## src/rtl/gf_pkg.sv

```systemverilog
// Shared types and constants for the sequential GF(2^WIDTH) multiplier.
package gf_pkg;

    typedef enum logic [1:0] {IDLE, BUSY, DONE} gf_state_e;

    localparam logic [7:0]  GF8_AES_POLY = 8'h1B;
    localparam logic [3:0]  GF4_POLY     = 4'h3;
    localparam logic [15:0] GF16_POLY    = 16'h002B;

    // Width of a counter that holds 0..w inclusive, never narrower than one bit.
    function automatic int unsigned cnt_width(input int unsigned w);
        return (w < 1) ? 1 : $clog2(w + 1);
    endfunction

endpackage

```

## src/rtl/gf_xtime.sv

```systemverilog
// One-step multiply-by-x modulo x^WIDTH + POLY; purely combinational.
module gf_xtime
    import gf_pkg::*;
#(
    parameter int unsigned      WIDTH = 8,
    parameter logic [WIDTH-1:0] POLY  = WIDTH'(GF8_AES_POLY)
) (
    input  logic [WIDTH-1:0] v,
    output logic [WIDTH-1:0] y
);

    always_comb begin
        y = {v[WIDTH-2:0], 1'b0} ^ (v[WIDTH-1] ? POLY : '0);
    end

endmodule

```

## src/rtl/gf_mult_seq.sv

```systemverilog
// Bit-serial GF(2^WIDTH) multiplier: Horner evaluation over b, MSB first, one bit per clock,
// with valid/ready handshakes on both operand and product sides.
module gf_mult_seq
    import gf_pkg::*;
#(
    parameter int unsigned      WIDTH = 8,
    parameter logic [WIDTH-1:0] POLY  = WIDTH'(GF8_AES_POLY)
) (
    input  logic             clk,
    input  logic             rst,
    input  logic             in_valid,
    output logic             in_ready,
    input  logic [WIDTH-1:0] a,
    input  logic [WIDTH-1:0] b,
    output logic             out_valid,
    input  logic             out_ready,
    output logic [WIDTH-1:0] product,
    output logic             busy
);

    localparam int unsigned CW = cnt_width(WIDTH);

    gf_state_e        state_q, state_d;
    logic [WIDTH-1:0] a_q, b_q, acc_q, acc_x;
    logic [CW-1:0]    cnt_q;

    gf_xtime #(
        .WIDTH(WIDTH),
        .POLY (POLY)
    ) u_xtime (
        .v(acc_q),
        .y(acc_x)
    );

    always_ff @(posedge clk or posedge rst) begin
        if (rst) begin
            state_q <= IDLE;
        end else begin
            state_q <= state_d;
        end
    end

    always_comb begin
        state_d = state_q;
        unique case (state_q)
            IDLE:    if (in_valid) state_d = BUSY;
            BUSY:    if (cnt_q == CW'(1)) state_d = DONE;
            DONE:    if (out_ready) state_d = IDLE;
            default: state_d = IDLE;
        endcase
    end

    always_comb begin
        in_ready  = (state_q == IDLE);
        busy      = (state_q == BUSY);
        out_valid = (state_q == DONE);
        // Gate the accumulator so a partial product never reaches the output.
        product   = (state_q == DONE) ? acc_q : '0;
    end

    always_ff @(posedge clk or posedge rst) begin
        if (rst) begin
            a_q   <= '0;
            b_q   <= '0;
            acc_q <= '0;
            cnt_q <= '0;
        end else begin
            unique case (state_q)
                IDLE: begin
                    if (in_valid) begin
                        a_q   <= a;
                        b_q   <= b;
                        acc_q <= '0;
                        cnt_q <= CW'(WIDTH);
                    end
                end
                BUSY: begin
                    acc_q <= acc_x ^ (b_q[WIDTH-1] ? a_q : '0);
                    b_q   <= b_q << 1;
                    if (cnt_q != '0) cnt_q <= cnt_q - CW'(1);
                end
                default: ;
            endcase
        end
    end

endmodule
```

## config.mk

```make
export PLATFORM = sky130hd
export DESIGN_NAME = gf_mult_seq
export DESIGN_NICKNAME = d
export VERILOG_FILES = /design/src/rtl/gf_pkg.sv /design/src/rtl/gf_xtime.sv /design/src/rtl/gf_mult_seq.sv
export SDC_FILE = /design/constraint.sdc
export NUM_CORES = 1
export LEC_CHECK = 0
export CORE_ASPECT_RATIO = 0.7
export CORE_MARGIN = 2
export CORE_UTILIZATION = 35
export CTS_BUF_LIST = sky130_fd_sc_hd__clkbuf_2 sky130_fd_sc_hd__clkbuf_4 sky130_fd_sc_hd__clkbuf_8
export DETAILED_ROUTE_END_ITERATION = 16
export GPL_TIMING_DRIVEN = 0
export MAX_ROUTING_LAYER = met4
export PLACE_DENSITY = 0.57
export SLEW_MARGIN = 10
export SYNTH_ARGS = -nofsm -noshare
export SYNTH_HDL_FRONTEND = slang
export SYNTH_SLANG_ARGS = --single-unit
```

## constraint.sdc

```tcl
create_clock -name clk -period 1.7 [get_ports clk]
set_clock_uncertainty 0.05 [all_clocks]
set_input_delay 0.34 -clock clk [delete_from_list [all_inputs] [get_ports clk]]
set_output_delay 0.34 -clock clk [all_outputs]
set_load 0.05 [all_outputs]
```

==> impl_metrics.csv <==
group,metric,value,unit
setup_path,start_kind,"flop",
clocking,cts_tree,"done",
place,hpwl,2740,um
route,vias,1317,
status,status,"finished with violations",
route,wl_per_cell,14.0,um
route,route.met2.wl,1780,um
global_routing,gr-usage-all-layers,0.169,
place,portBuffers,30,
setup_path,reg2reg_from,"state_q[0]",
place,dpl_cell_area,1910,um^2
job,maxCapViolCount,0,
synthesis,synth_cells,171,
die,die_w,83.0,um
clocking,cts_root_buffer,"clkbuf_8",
route,wl,3740,um
setup_path,reg2reg_slack,0.12,ns
finish,fillerInstances,401,
power,p_total,3.53,mW
clocking,htreeDepth,2,
setup_path,worst-path-max-fanout,10,
die,fp.dieH,59.3,um
die,start_util,0.358,
power,p_leak,0.955,nW
sta,setup-violations-final,8,
global_routing,grt_pass1_wl,6150,um
finish,final_area,2090,um^2
finish,drive_gt1_frac,0.197,
finish,regArea,751,um^2
die,io-pin-count,31,
min_path,hp-class,"flop to flop",
sta,rsz0062_at_grt,"yes",
min_path,hp-start,"a_q[4]",
status,violations,"setup timing",
setup_path,r2r-end,"acc_q[4]",
clocking,cts_buffers,5,
sta,finalHoldViolCount,0,
finish,mostFrequentLayoutCell,"nand2_1",
clocking,ctsHoldBuffers,0,
global_routing,gr-total-overflow,0,
sta,relSlewSlack,0.284,
clocking,cts_sinks,30,
synthesis,netlist_area,1530,um^2
finish,final_cell_mix,"39 x nand2_1, 30 x dfrtp_1, 19 x clkdlybuf4s50_1",
synthesis,synth_area_leaders,"dfrtp_1 49%, nand2_1 9.6%, o21ai_0 5.2%",
clocking,clk_pin_slew,0.07,ns
sta,fmax,576,MHz
synthesis,yosys.area.top_type_share,0.491,
route,routed_via_density,4.91,
setup_path,crit_path_end_kind,"output port",
sta,final.setup.worst_slack,-0.0349,ns
power,p_per_area,1690,nW/um^2
route,drtAntennaViolNets,0,
finish,syn_to_final_growth,36.3,%
place,place_congestion,0.780,
finish,multi_input_area,731,um^2
synthesis,yosys.area.top_type,"dfrtp_1",
sta,slew_viol_final,0,
setup_path,reg2regPathDepth,6,
finish,diodes,0,
synthesis,avgSynthCellArea,8.95,um^2
setup_path,crit_path_start,"state_q[0]",
setup_path,arrival,1.34,ns
synthesis,seq_area_frac_synth,0.491,
global_routing,grt_max_degree,31,
synthesis,ys_types,27,
die,core-area,4280,um^2
die,std_cell_rows,20,
die,die_area,4930,um^2
synthesis,yosysWarningCount,0,
sta,tightest_slew,1.07,ns
power,ir_drop,0.800,mV
route,drc_errors,0,
setup_path,worstPathRequired,1.31,ns
clocking,insertion_delay,0.28,ns
route,firstDrtPassIters,4,
route,drt-met1-wl,1770,um
finish,nNetsFinal,235,
global_routing,antenna_found_initial,0,
synthesis,synth_nets,194,
global_routing,grt_pass1_vias,1284,
clocking,cts_buffer_depth,2,
sta,min_period,1.73,ns
setup_path,criticalPathCategory,"flop to output port",
synthesis,synth-seq-cells,30,
setup_path,endpoint,"product[4]",
route,wl_met3,137,um
route,drt_iter0_drc,72,
route,highest_layer,"met4",
sta,period_share,1.02,
-- how the worst min path moves through the flow --
stage,to,slack (ns),cells after the start
2_1_floorplan,a_q[0],0.38,1
3_3_place_gp,a_q[3],0.41,2
3_5_place_dp,a_q[4],0.42,2
4_1_cts,a_q[4],0.44,2
5_1_grt,a_q[4],0.46,2
6_report,a_q[4],0.44,2
-- flip-flops by register name (all words and copies together), names as in the netlist --
name,count
cnt_q,4
b_q,8
acc_q,8
state_q,2
a_q,8
-- routing by layer --
metal,track usage,up-vias
met5,-,-
met4,0.0796,0
met3,0.0418,5
met2,0.264,23
met1,0.210,638
li1,-,651
-- kinds of logic (layout without fill, tap and decap cells) --
logic type / after synthesis / after routing / share of synthesized area
compound gates: 35 / 35 / 0.132
flops: 30 / 30 / 0.491
buf+inv: 17 / 59 / 0.0442
simple gates: 73 / 73 / 0.233
xor+xnor: 11 / 11 / 0.0630
mux: 2 / 2 / 0.0131
fa+ha+maj: 3 / 3 / 0.0245
-- through the flow --
step	util	worst slack (ns)	setup TNS, ns	hold WS, ns	cells
2_1_floorplan	-	0.0491	0	0.381	171
3_3_place_gp	0.446	-0.442	-11.12	0.413	256
3_5_place_dp	0.446	-0.462	-11.97	0.425	256
4_1_cts	0.477	-0.0574	-0.392	0.442	267
5_1_grt	0.487	-0.0835	-0.612	0.464	268
6_report	0.487	-0.0349	-0.185	0.438	268
-- Yosys cell counts --
cell type and number:
nand2_1 39, dfrtp_1 30, o21ai_0 16, a21oi_1 9, nand3_1 9, and2_1 8
clkbuf_1 8, inv_1 6, nor2b_1 6, xnor2_1 6, a22oi_1 5, xor2_1 5
buf_2 3, ha_1 3, and2b_1 2, and3b_1 2, mux2i_1 2, nor2_1 2
or4_1 2, a21o_1 1, nand2b_1 1, nor3b_1 1, o21bai_1 1, o22ai_1 1
o311ai_1 1, o41ai_1 1, or3b_2 1
-- final cells by class --
cell class / count / share of cell area
Clock inverter: 2 / 0.00600
Buffer: 11 / 0.0336
Multi-Input combinational cell: 124 / 0.350
Timing Repair Buffer: 34 / 0.166
Sequential cell: 30 / 0.360
Tap cell: 55 / 0.0330
Clock buffer: 6 / 0.0396
Inverter: 6 / 0.0120
-- critical path, stage by stage, from the launching register on --
cell     delay [ns]
dfrtp_1        0.38
and2b_1        0.21
buf_8          0.13
and2_2         0.19
buf_6          0.15
-- power by group --
part | leakage, nW | internal [mW] | total, mW | switching, mW
registers | 0.375 | 1.05 | 1.30 | 0.250
logic | 0.533 | 0.699 | 1.63 | 0.932
clock network | 0.0472 | 0.325 | 0.602 | 0.277
-- repair_timing --
| action | in CTS | in global routing |
|---|---|---|
| gates cloned | 0 | 1 |
| gates resized for setup | 79 | 21 |
| buffers inserted | 3 | 0 |
| endpoints found under the setup margin | 11 | 30 |
Note: power is estimated with default switching activity, not from simulation.
